--- config.mk ---
export PLATFORM = sky130hd
export DESIGN_NAME = uart_rx_autobaud
export DESIGN_NICKNAME = d
export VERILOG_FILES = /design/src/rtl/uart_rx_autobaud.sv
export SDC_FILE = /design/constraint.sdc
export NUM_CORES = 1
export LEC_CHECK = 0
export BUFFER_PORTS_ARGS = -buffer_cell sky130_fd_sc_hd__buf_2
export CORE_MARGIN = 3
export CORE_UTILIZATION = 55
export CTS_BUF_LIST = sky130_fd_sc_hd__clkbuf_8
export DETAILED_ROUTE_END_ITERATION = 7
export GPL_TIMING_DRIVEN = 0
export PLACE_DENSITY = 0.85
export SYNTH_ARGS = -nofsm -noshare
export SYNTH_HDL_FRONTEND = slang
export SYNTH_SLANG_ARGS = --single-unit
export TNS_END_PERCENT = 1
--- constraint.sdc ---
create_clock -name clk_i -period 3.36 [get_ports clk_i]
set_input_delay 0.168 -clock clk_i [delete_from_list [all_inputs] [get_ports clk_i]]
set_output_delay 0.168 -clock clk_i [all_outputs]
set_load 0.02 [all_outputs]
--- src/rtl/uart_rx_autobaud.sv ---
`default_nettype none
// ============================================================================
// Module      : uart_rx_autobaud
// Description : Auto-baud controller. It times a 0x55 sync character on rx,
//               derives the receiver baud divisor, and holds the receiver off
//               while it measures. Optional build macro UART_AUTOBAUD_CHECK_EN
//               adds a per-bit interval tolerance check.
// Revision    : 1.0 - initial release
// ============================================================================
module uart_rx_autobaud #(
    parameter int DIV_SIZE    = 16,
    parameter int DEFAULT_DIV = 434,
    parameter int MIN_DIV     = 16,
    parameter int TIMEOUT_CYC = 50_000_000
) (
    input  logic                clk_i,
    input  logic                rstn_i,
    input  logic                en_i,
    input  logic                start_i,
    input  logic                rx_i,
    output logic                rx_en_o,
    output logic [DIV_SIZE-1:0] baud_div_o,
    output logic                busy_o,
    output logic                done_o,
    output logic                err_o
);

    localparam int CNT_W  = DIV_SIZE + 3;
    localparam int CALC_W = DIV_SIZE + 4;
    localparam int TMO_W  = (TIMEOUT_CYC > 1) ? $clog2(TIMEOUT_CYC) : 1;
    localparam logic [TMO_W-1:0] c_TMO_LAST = (TIMEOUT_CYC > 0) ? TMO_W'(TIMEOUT_CYC - 1) : '0;
    localparam bit c_TMO_EN = (TIMEOUT_CYC != 0);

    localparam logic [2:0] c_IDLE = 3'd0;
    localparam logic [2:0] c_WAIT = 3'd1;
    localparam logic [2:0] c_MEAS = 3'd2;
    localparam logic [2:0] c_CALC = 3'd3;
    localparam logic [2:0] c_DONE = 3'd4;
    localparam logic [2:0] c_FAIL = 3'd5;

    logic [2:0]          r_state;
    logic [2:0]          w_next;
    logic [2:0]          r_sync;
    logic                r_rs_d;
    logic                w_rs;
    logic                w_fall;
    logic [TMO_W-1:0]    r_tmo;
    logic [CNT_W-1:0]    r_cnt;
    logic [1:0]          r_edges;
    logic [CALC_W-1:0]   w_sum;
    logic [CALC_W-1:0]   w_div;
    logic                w_div_bad;
    logic                w_chk_fail;
    logic                r_rx_en;
    logic                r_busy;
    logic                r_done;
    logic                r_err;
    logic [DIV_SIZE-1:0] r_baud_div;

    // rx is asynchronous; only the third flop output is ever looked at
    always_ff @(posedge clk_i or negedge rstn_i) begin
        if (!rstn_i) begin
            r_sync <= 3'b111;
            r_rs_d <= 1'b1;
        end else begin
            r_sync <= {r_sync[1:0], rx_i};
            r_rs_d <= r_sync[2];
        end
    end

    assign w_rs   = r_sync[2];
    assign w_fall = r_rs_d & ~w_rs;

    // Rounded divide by 8 with one spare bit so the +4 cannot wrap
    assign w_sum     = CALC_W'(r_cnt) + CALC_W'(4);
    assign w_div     = w_sum >> 3;
    assign w_div_bad = (|w_div[CALC_W-1:DIV_SIZE]) || (w_div < CALC_W'(MIN_DIV));

`ifdef UART_AUTOBAUD_CHECK_EN
    logic             w_rise;
    logic             w_edge;
    logic [CNT_W-1:0] r_last;
    logic [CNT_W-1:0] r_ref;
    logic             r_have_ref;
    logic [CNT_W-1:0] w_ivl;
    logic [CNT_W-1:0] w_diff;

    assign w_rise     = ~r_rs_d & w_rs;
    assign w_edge     = w_rise | w_fall;
    assign w_ivl      = r_cnt - r_last;
    assign w_diff     = (w_ivl > r_ref) ? (w_ivl - r_ref) : (r_ref - w_ivl);
    assign w_chk_fail = w_edge & r_have_ref & (w_diff > (r_ref >> 2));

    // The start-bit width becomes the reference every later bit is held against
    always_ff @(posedge clk_i or negedge rstn_i) begin
        if (!rstn_i) begin
            r_last     <= '0;
            r_ref      <= '0;
            r_have_ref <= 1'b0;
        end else if (r_state == c_WAIT) begin
            r_last     <= '0;
            r_have_ref <= 1'b0;
        end else if ((r_state == c_MEAS) && w_edge) begin
            r_last <= r_cnt;
            if (!r_have_ref) begin
                r_ref      <= w_ivl;
                r_have_ref <= 1'b1;
            end
        end
    end
`else
    assign w_chk_fail = 1'b0;
`endif

    always_comb begin
        w_next = r_state;
        case (r_state)
            c_IDLE: if (start_i && en_i) w_next = c_WAIT;
            c_WAIT: begin
                if (!en_i)                                   w_next = c_IDLE;
                else if (w_fall)                             w_next = c_MEAS;
                else if (c_TMO_EN && (r_tmo == c_TMO_LAST))  w_next = c_FAIL;
            end
            c_MEAS: begin
                if (!en_i)                                   w_next = c_IDLE;
                else if (w_chk_fail)                         w_next = c_FAIL;
                else if (w_fall && (r_edges == 2'd3))        w_next = c_CALC;
                else if (&r_cnt)                             w_next = c_FAIL;
            end
            c_CALC: begin
                if (!en_i)          w_next = c_IDLE;
                else if (w_div_bad) w_next = c_FAIL;
                else                w_next = c_DONE;
            end
            default: w_next = c_IDLE;
        endcase
    end

    always_ff @(posedge clk_i or negedge rstn_i) begin
        if (!rstn_i) begin
            r_state    <= c_IDLE;
            r_tmo      <= '0;
            r_cnt      <= '0;
            r_edges    <= '0;
            r_rx_en    <= 1'b0;
            r_busy     <= 1'b0;
            r_done     <= 1'b0;
            r_err      <= 1'b0;
            r_baud_div <= DIV_SIZE'(DEFAULT_DIV);
        end else begin
            r_state <= w_next;
            r_rx_en <= en_i & (r_state == c_IDLE);
            r_busy  <= (w_next == c_WAIT) | (w_next == c_MEAS) | (w_next == c_CALC);
            r_done  <= (w_next == c_DONE);
            r_err   <= (w_next == c_FAIL);
            case (r_state)
                c_IDLE: begin
                    r_tmo   <= '0;
                    r_cnt   <= '0;
                    r_edges <= '0;
                end
                c_WAIT: begin
                    r_tmo <= r_tmo + 1'b1;
                    if (w_fall) begin
                        r_cnt   <= CNT_W'(1);
                        r_edges <= '0;
                    end
                end
                c_MEAS: begin
                    r_cnt <= r_cnt + 1'b1;
                    if (w_fall) r_edges <= r_edges + 2'd1;
                end
                c_CALC: if (w_next == c_DONE) r_baud_div <= w_div[DIV_SIZE-1:0];
                default: ;
            endcase
        end
    end

    assign rx_en_o    = r_rx_en;
    assign baud_div_o = r_baud_div;
    assign busy_o     = r_busy;
    assign done_o     = r_done;
    assign err_o      = r_err;

endmodule
`default_nettype wire

==> results of run 1 <==
## flip-flops by register name, summed over array words and instances, names as in the netlist, 2 cells and up
name / count
r_sync: 3
baud_div_o: 16
r_cnt: 19
r_edges: 2
r_state: 3
r_tmo: 26
## layer usage
layer / wire [um] / vias up / global-route usage
met2: 3850 / 83 / 0.334
li1: - / 1457 / -
met1: 3260 / 1420 / 0.244
met4: 116 / 0 / 0.0540
met3: 369 / 14 / 0.0558
met5: 0 / - / 0
## kinds of logic (layout without fill, tap and decap cells)
family / Yosys count / count (layout)
XOR/XNOR: 48 / 48
AO/OA/AOI/OAI: 45 / 45
AND/OR/NAND/NOR: 182 / 182
buffers and inverters: 24 / 65
multiplexers: 20 / 20
flip-flops: 74 / 74
adder cells (fa/ha/maj): 4 / 4
## worst max path at each step
| stage | depth (start not counted) | end | slack (ns) | from |
|---|---|---|---|---|
| after floorplan | 10 | baud_div_o[10]$_DFFE_PN0P_ | 0.95 | r_cnt[2]$_DFFE_PN0P_ |
| after global placement | 10 | baud_div_o[14]$_DFFE_PN0P_ | 0.57 | r_cnt[2]$_DFFE_PN0P_ |
| after detailed placement | 10 | baud_div_o[15]$_DFFE_PN0P_ | 0.50 | r_cnt[2]$_DFFE_PN0P_ |
| after CTS | 10 | baud_div_o[15]$_DFFE_PN0P_ | 0.49 | r_cnt[2]$_DFFE_PN0P_ |
| after global routing | 10 | baud_div_o[15]$_DFFE_PN0P_ | 0.28 | r_cnt[2]$_DFFE_PN0P_ |
| final | 10 | baud_div_o[15]$_DFFE_PN0P_ | 0.46 | r_cnt[2]$_DFFE_PN0P_ |
## cells in the mapped netlist (all sizes together)
master / count / area, sq um
nand3b: 2 / 27.5
clkbuf: 8 / 32.5
inv: 6 / 22.5
nand2: 38 / 143
o31a: 1 / 8.76
buf: 10 / 58.8
or4b: 1 / 10.0
nand4b: 2 / 17.5
nor2b: 2 / 12.5
o41ai: 1 / 8.76
nand2b: 3 / 18.8
nor3: 11 / 60.1
a22o: 4 / 35.0
xor2: 31 / 272
o21ai: 15 / 75.1
a22oi: 1 / 7.51
ha: 4 / 50.1
dfrtp: 65 / 1630
nor2: 54 / 203
a211oi: 2 / 15.0
a21o: 5 / 37.5
o31ai: 2 / 15.0
a21oi: 9 / 45.0
or3: 3 / 18.8
nor3b: 1 / 7.51
a31oi: 3 / 18.8
nand4: 14 / 106
or2: 2 / 12.5
and4: 4 / 35.0
dfstp: 9 / 236
and2b: 1 / 7.51
a31o: 1 / 8.76
nor4b: 1 / 8.76
a21boi: 1 / 7.51
or3b: 1 / 8.76
mux2: 17 / 225
and3: 9 / 56.3
nand3: 23 / 120
nor4: 8 / 86.3
xnor2: 17 / 149
mux2i: 3 / 30.0
and2: 2 / 12.5
## power by group
| part | switching, mW | internal, mW | total, mW |
|---|---|---|---|
| clock | 0.304 | 0.253 | 0.557 |
| combinational | 0.0692 | 0.0221 | 0.0913 |
| sequential | 0.00892 | 0.904 | 0.913 |
## area by class of cell
| cell class | instances | share of cell area |
|---|---|---|
| multi-input combinational | 299 | 0.453 |
| sequential | 74 | 0.426 |
| timing repair buffer | 26 | 0.0326 |
| clock buffer | 9 | 0.0283 |
| tap | 96 | 0.0275 |
| buffer | 18 | 0.0209 |
| clock inverter | 6 | 0.00630 |
| inverter | 6 | 0.00515 |
## stage by stage
stage	instance area, sq um	total power [mW]
after CTS	4370	1.58
after detailed placement	4200	1.02
after global routing	4370	1.64
final	4370	1.56
after global placement	4200	1.02
after floorplan	3960	0.980
## what timing repair did
item | CTS | global route
hold endpoints to repair | 66 | 0
hold buffers | 2 | 0
buffers inserted | 0 | 0
==> results.cfg, run 1 <==
[cells_and_area]
ff_latch_area_sq_um = 1860
final_nets = 443
final_common_cell = dfrtp_1
fin_cells = 534
final_layout_size_suffix_gt1_frac = 0.196
areaGrowthSynthToFinish_pct = 10.5
fillers = 592
n_antenna_cell = 0
final_core_util = 0.636
multi_input_area_sq_um = 1980
most-common-layout-cells = 65 x dfrtp_1, 54 x nor2_1, 38 x nand2_1

[timing]
finalMaxSlewViolations = 0
setup_viol = 0
clock_skew_ns = 0.00516
rsz0062_at_grt = no
tns_ns = 0
max_slew.worst_pin.slew_ns = 0.895
slew_headroom = 0.403
whs_ns = 0.174
fmax_mhz = 345
hold_viol = 0
period_share = 0.862
layout_min_cycle_time_ns = 2.90
fin_ws_ns = 0.463

[yosys]
synthDistinctLibCells = 54
ys.warnings.count = 0
synth_area_per_cell_sq_um = 9.97
synth_seq_cells = 74
synth-adder-area-share = 0.0126
synth_cells = 397
synth_nets = 406
synthXorXnorAreaFrac = 0.106
synth-compound-area-share = 0.0715
synth.mux.area_fraction = 0.0645
syn-cell-area_sq_um = 3960
yosys.area_share.simple = 0.246
synth_top_family_by_area = simple AND/OR/NAND/NOR gates
synth.yosys.seq_area_share = 0.471

[power]
power_density_nw_per_um2 = 357
leakage_nw = 2.06
ir_worst_vdd_uv = 279

[detailed_routing]
drc = 0
routed_wl_um = 7600
wl_per_cell_um = 14.2
drtAntennaViolNets = 0
firstDrtPassIters = 5
viasPerCell = 5.57
drt_iter0_drc = 154
num_vias = 2974

[clock_network]
htreeDepth = 3
cts_tree = built
clock-root-buffer = clkbuf_8
clock_latency_ns = 0.34
cts-buffers-inserted = 9
path_clk_slew_ns = 0.07
cts_sinks = 74
post_cts_resized = 0
cts.path.max_buffers = 2

[global_route]
grt_overflow = 0
antenna_found_initial = 0
grt_pass1_vias = 2897
grt_pass1_wl_um = 13200
grt_max_degree = 75
grtUsageTotal = 0.196

[run]
cap_violations = 0

[critical_path]
reg2reg_from = r_cnt[2]$_DFFE_PN0P_
worstSetupEndpointType = register
cp_num_buf_inv = 2
path_delay_family = simple AND/OR/NAND/NOR gates
path_max_fanout = 10
worst-setup-path-type = register to register
crit_chain = ha_1 > clkbuf_1 > nand4_1 > nor4_1 > xor2_1 > nor3_1 > nand4_2 > nand3b_4 > buf_6 > mux2_4
crit_slowest_cell = dfrtp_1
critPathMaxStageDelay_ns = 0.45
start_kind = register
crit_required_ns = 3.59
reg2reg_setup_slack_ns = 0.46
worstRegToRegCells = 10
crit_arrival_ns = 3.13
r2r-end = baud_div_o[15]$_DFFE_PN0P_

[die]
ioPinCount = 25
core-area_sq_um = 6870
start_util = 0.576
dieHeight_um = 90.8
die_area_sq_um = 8250
die_width_um = 90.8
rows = 30

[hold_path]
hold_start = en_i
min_to = r_state[1]$_DFF_PN0_
hold_path_class = input pin to register
min_path_cells = 2

[placed_design]
port_buffers = 24
dpl.hpwl_um = 5430
gp_congestion = 0.918
dpl_worst_slack_ns = 0.498
placedCellCount = 517

[outcome]
outcome = finished clean
No activity file was read; power rests on OpenSTA's default activity.
==> inputs of run 2 (changes only) <==
Settings changed: REMOVE_ABC_BUFFERS set to 1.
==> results.cfg, run 2 (synthesis gave the netlist of run 1 again) <==
[global_route]
grt_overflow = 0
antenna_found_initial = 0
grt_max_degree = 75
grtUsageTotal = 0.194
grt_pass1_wl_um = 13100
grt_pass1_vias = 2909

[critical_path]
worst-setup-path-type = register to register
path_max_fanout = 17
crit_required_ns = 3.59
start_kind = register
crit_arrival_ns = 2.99
worstSetupEndpointType = register

[clock_network]
path_clk_slew_ns = 0.07
htreeDepth = 3
cts.path.max_buffers = 2
cts_sinks = 74
post_cts_resized = 0
cts_tree = built
clock_latency_ns = 0.35
cts-buffers-inserted = 9
clock-root-buffer = clkbuf_8

[cells_and_area]
areaGrowthSynthToFinish_pct = 9.01
final_nets = 425
final_layout_size_suffix_gt1_frac = 0.185
final_area_sq_um = 4310
final_common_cell = dfrtp_1
largest_register_ffs = 26
fillers = 579
n_antenna_cell = 0
most-common-layout-cells = 65 x dfrtp_1, 54 x nor2_1, 38 x nand2_1
top_register = r_tmo

[placed_design]
gp_congestion = 0.899
dpl_worst_slack_ns = 0.672
placed_cell_area_sq_um = 4110
port_buffers = 24
dpl.hpwl_um = 5120

[die]
ioPinCount = 25
die_area_sq_um = 8250
rows = 30
dieHeight_um = 90.8
core-area_sq_um = 6870
start_util = 0.576
die_width_um = 90.8

[detailed_routing]
dr_wl_met3_um = 269
viasPerCell = 5.66
firstDrtPassIters = 4
routed_wl_um = 7550
drc = 0
routed-wl-met2_um = 3830
wl_met1_um = 3310
wl_per_cell_um = 14.6
drt_iter0_drc = 132
num_vias = 2925
top_layer = met4
drtAntennaViolNets = 0

[timing]
finalMaxSlewViolations = 0
max_slew.worst_pin.slew_ns = 1.18
whs_ns = 0.156
slew_headroom = 0.210
setup_viol = 0
rsz0062_at_grt = no
clock_skew_ns = 0.00815
period_share = 0.820
hold_viol = 0
fmax_mhz = 363
layout_min_cycle_time_ns = 2.76
fin_ws_ns = 0.604
tns_ns = 0

[run]
cap_violations = 0

[power]
power_density_nw_per_um2 = 385
ir_worst_vdd_uv = 250
leakage_nw = 2.01

[outcome]
outcome = finished clean

[hold_path]
hold_path_class = input pin to register
run 2: cell types whose count changed in the layout (fill, tap and decap cells not counted), sizes merged:
cell      before  now
clkbuf        17    9
inv            8    7
bufinv         0    1
buf           34   24
clkinvlp       0    1
run 2: layout make-up:
| class | count | area (sq um) | area share |
|---|---|---|---|
| multi-input cells | 299 | 1980 | 0.459 |
| repair buffers | 26 | 143 | 0.0331 |
| inverters | 6 | 22.5 | 0.00522 |
| flip-flops and latches | 74 | 1860 | 0.432 |
| clock buffers | 9 | 124 | 0.0287 |
| clock inverters | 7 | 61.3 | 0.0142 |
| well taps | 96 | 120 | 0.0278 |
run 2: power breakdown:
part | internal, mW | switching, mW | leakage [nW]
Combinational | 0.0195 | 0.0622 | 0.911
Sequential | 0.904 | 0.0153 | 0.996
Clock | 0.335 | 0.327 | 0.100
run 2: worst max-delay path, stage by stage, from the launching register on:
cell	delay, ns
dfrtp_1	0.45
ha_1	0.34
nand4_1	0.23
nor4_1	0.38
xor2_1	0.16
nor3_1	0.22
nand4_2	0.18
nand3b_4	0.31
mux2_2	0.38
run 2: timing repair:
action	CTS	global route
endpoints found under the setup margin	0	0
hold buffers	2	0
endpoints found under the hold margin	66	0
setup buffers	0	0
run 2: layer usage:
metal / vias to the layer above / GRT usage
li1: 1425 / -
met1: 1429 / 0.228
met2: 56 / 0.347
met3: 15 / 0.0383
met4: 0 / 0.0791
met5: - / 0
run 2: final timing paths:
check	startpoint	to	slack, ns	cells after the start
worst max-delay path	r_cnt[2]$_DFFE_PN0P_	baud_div_o[0]$_DFFE_PN0P_	0.60	8
worst min-delay path	en_i	r_state[1]$_DFF_PN0_	0.16	2
worst max register to register	r_cnt[2]$_DFFE_PN0P_	baud_div_o[0]$_DFFE_PN0P_	0.60	8
worst min register to register	r_sync[0]$_DFF_PN1_	r_sync[1]$_DFF_PN1_	0.36	0
max in group asynchronous	rstn_i	r_tmo[23]$_DFFE_PN0P_	2.27	2
min in group asynchronous	rstn_i	baud_div_o[3]$_DFFE_PN0P_	0.51	2
run 2: stage by stage:
step	total power, mW	std cells	utilization
global route	1.73	517	0.628
detailed placement	1.02	499	0.598
floorplan	0.976	379	-
global placement	1.01	499	0.598
finish	1.66	517	0.628
CTS	1.67	517	0.628
==> inputs of run 3 (changes only) <==
Settings changed: ABC_AREA set to 1.
Clock period 3.36 ns to 2.8 ns, I/O delays scaled along.
==> results.cfg, run 3 <==
[outcome]
outcome = finished clean

[detailed_routing]
routed_wl_um = 8740
firstDrtPassIters = 5
viasPerCell = 5.43
wl_per_cell_um = 13.4
drtAntennaViolNets = 0
num_vias = 3548
drt_iter0_drc = 265
drc = 0

[placed_design]
port_buffers = 24
placedCellCount = 635
dpl.hpwl_um = 6420
gp_congestion = 0.900
placed_cell_area_sq_um = 4230
dpl_worst_slack_ns = 0.0370

[timing]
fin_ws_ns = 0.298
whs_ns = 0.131
hold_viol = 0
rsz0062_at_grt = no
clock_skew_ns = 0.0135
setup_viol = 0
tns_ns = 0
slew_headroom = 0.626
layout_min_cycle_time_ns = 2.50
finalMaxSlewViolations = 0
period_share = 0.893
fmax_mhz = 400
max_slew.worst_pin.slew_ns = 0.560

[yosys]
yosysMostFrequentCell = nand2_1
yosysTopAreaCell = dfrtp_1
synth_top_area_frac = 0.404
synthTopCellsByArea = dfrtp_1 40%, nand2_1 12%, inv_1 7.0%, dfstp_2 5.9%, nor2_1 4.7%
synth_flop_cell = dfrtp_1
synth.yosys.seq_area_share = 0.463
ys.warnings.count = 0
async_flop_share = 1.00
synth_seq_cells = 74
synth_cells = 523
synth-edff-count = 0
synth_area_per_cell_sq_um = 7.69
synthDistinctLibCells = 41
netlist_top_cells_count = 125 x nand2_1, 75 x inv_1, 65 x dfrtp_1
syn-cell-area_sq_um = 4020

[die]
die_area_sq_um = 8370
start_util = 0.579
rows = 30
core-area_sq_um = 6940
dieHeight_um = 91.5
ioPinCount = 25
die_width_um = 91.5

[critical_path]
reg2reg_from = r_state[2]$_DFF_PN0_
path_delay_family = simple AND/OR/NAND/NOR gates
reg2reg_setup_slack_ns = 0.30
cp_num_buf_inv = 2
worstRegToRegCells = 11
crit_chain = nor2_4 > inv_2 > nor2_1 > clkinvlp_4 > nor2_1 > nand2_1 > nand2_1 > a21oi_4 > nand3_4 > nand2_1 > nand2_1
worst-setup-path-type = register to register
critPathMaxStageDelay_ns = 0.42
start_kind = register
crit_slowest_cell = dfrtp_1
crit_arrival_ns = 2.79
path_max_fanout = 21
critPathMostFrequentCell = nand2_1
r2r-end = baud_div_o[3]$_DFFE_PN0P_
crit_required_ns = 3.09
worstSetupEndpointType = register

[hold_path]
min_path_cells = 3
min_to = rx_en_o$_DFF_PN0_
hold_start = en_i
hold_path_class = input pin to register

[cells_and_area]
top_register = r_tmo
largest_register_ffs = 26
final_layout_size_suffix_gt1_frac = 0.151
most-common-layout-cells = 125 x nand2_1, 75 x inv_1, 65 x dfrtp_1
fin_cells = 653
final_area_sq_um = 4490
n_antenna_cell = 0
final_common_cell = nand2_1
final_nets = 561
areaGrowthSynthToFinish_pct = 11.7
final_core_util = 0.647

[global_route]
grt_overflow = 0
antenna_found_initial = 0
grt_max_degree = 48
grtUsageTotal = 0.219
grt_pass1_wl_um = 14700
grt_pass1_vias = 3168

[power]
leakage_nw = 2.15
ir_worst_vdd_uv = 356
power_density_nw_per_um2 = 504
total_power_mw = 2.26

[clock_network]
cts.path.max_buffers = 2
htreeDepth = 3
cts_sinks = 74
clock_latency_ns = 0.36
cts-buffers-inserted = 9
cts_setup_buffers = 0
cts_tree = built
path_clk_slew_ns = 0.08
clock-root-buffer = clkbuf_8

[run]
cap_violations = 0
-- run 3: area by class of cell --
type / instances / area, sq um
clock inverters: 5 / 77.6
fillers: 564 / 2450
flip-flops and latches: 74 / 1860
well taps: 96 / 120
clock buffers: 11 / 151
repair buffers: 27 / 170
multi-input cells: 358 / 1800
inverters: 82 / 314
-- run 3: worst max path at each step --
stage / depth (start not counted) / slack [ns] / startpoint / endpoint
5_1_grt: 11 / 0.02 / r_state[2]$_DFF_PN0_ / baud_div_o[2]$_DFFE_PN0P_
3_5_place_dp: 11 / 0.04 / r_state[2]$_DFF_PN0_ / baud_div_o[11]$_DFFE_PN0P_
2_1_floorplan: 11 / 0.61 / r_cnt[2]$_DFFE_PN0P_ / baud_div_o[0]$_DFFE_PN0P_
6_report: 11 / 0.30 / r_state[2]$_DFF_PN0_ / baud_div_o[3]$_DFFE_PN0P_
3_3_place_gp: 11 / 0.08 / r_state[2]$_DFF_PN0_ / baud_div_o[15]$_DFFE_PN0P_
4_1_cts: 11 / 0.006 / r_state[2]$_DFF_PN0_ / baud_div_o[3]$_DFFE_PN0P_
-- run 3: cells by family (layout without fill, tap and decap cells) --
family / Yosys count / after routing / synth area share
xor+xnor: 2 / 2 / 0.00436
compound gates: 84 / 84 / 0.122
flops: 74 / 74 / 0.463
simple gates: 268 / 268 / 0.306
fa+ha+maj: 4 / 4 / 0.0124
buf+inv: 91 / 125 / 0.0918
-- run 3: power by group --
part	switching (mW)	total [mW]	internal, mW	leakage [nW]
Sequential	0.0200	1.11	1.09	0.994
Combinational	0.147	0.201	0.0549	1.03
Clock	0.400	0.948	0.548	0.121
Total	0.567	2.26	1.70	2.15
-- run 3: tightest hold or removal path, delay by kind of cell --
| family | cells | cell delay, ns |
|---|---|---|
| buf+inv | 2 | 0.22 |
| simple gates | 1 | 0.07 |
-- run 3: timing repair --
action	CTS	global route
setup endpoints to repair	0	18
hold endpoints to repair	24	0
gates resized for setup	0	2
hold buffers	2	0
-- run 3: routing by layer --
layer  vias up  wire, um  GRT usage
li1       1761         -          -
met1      1639      4160      0.326
met2       129      3820      0.308
met3        19       577     0.0456
met4         0       188     0.0942
met5         -         0          0
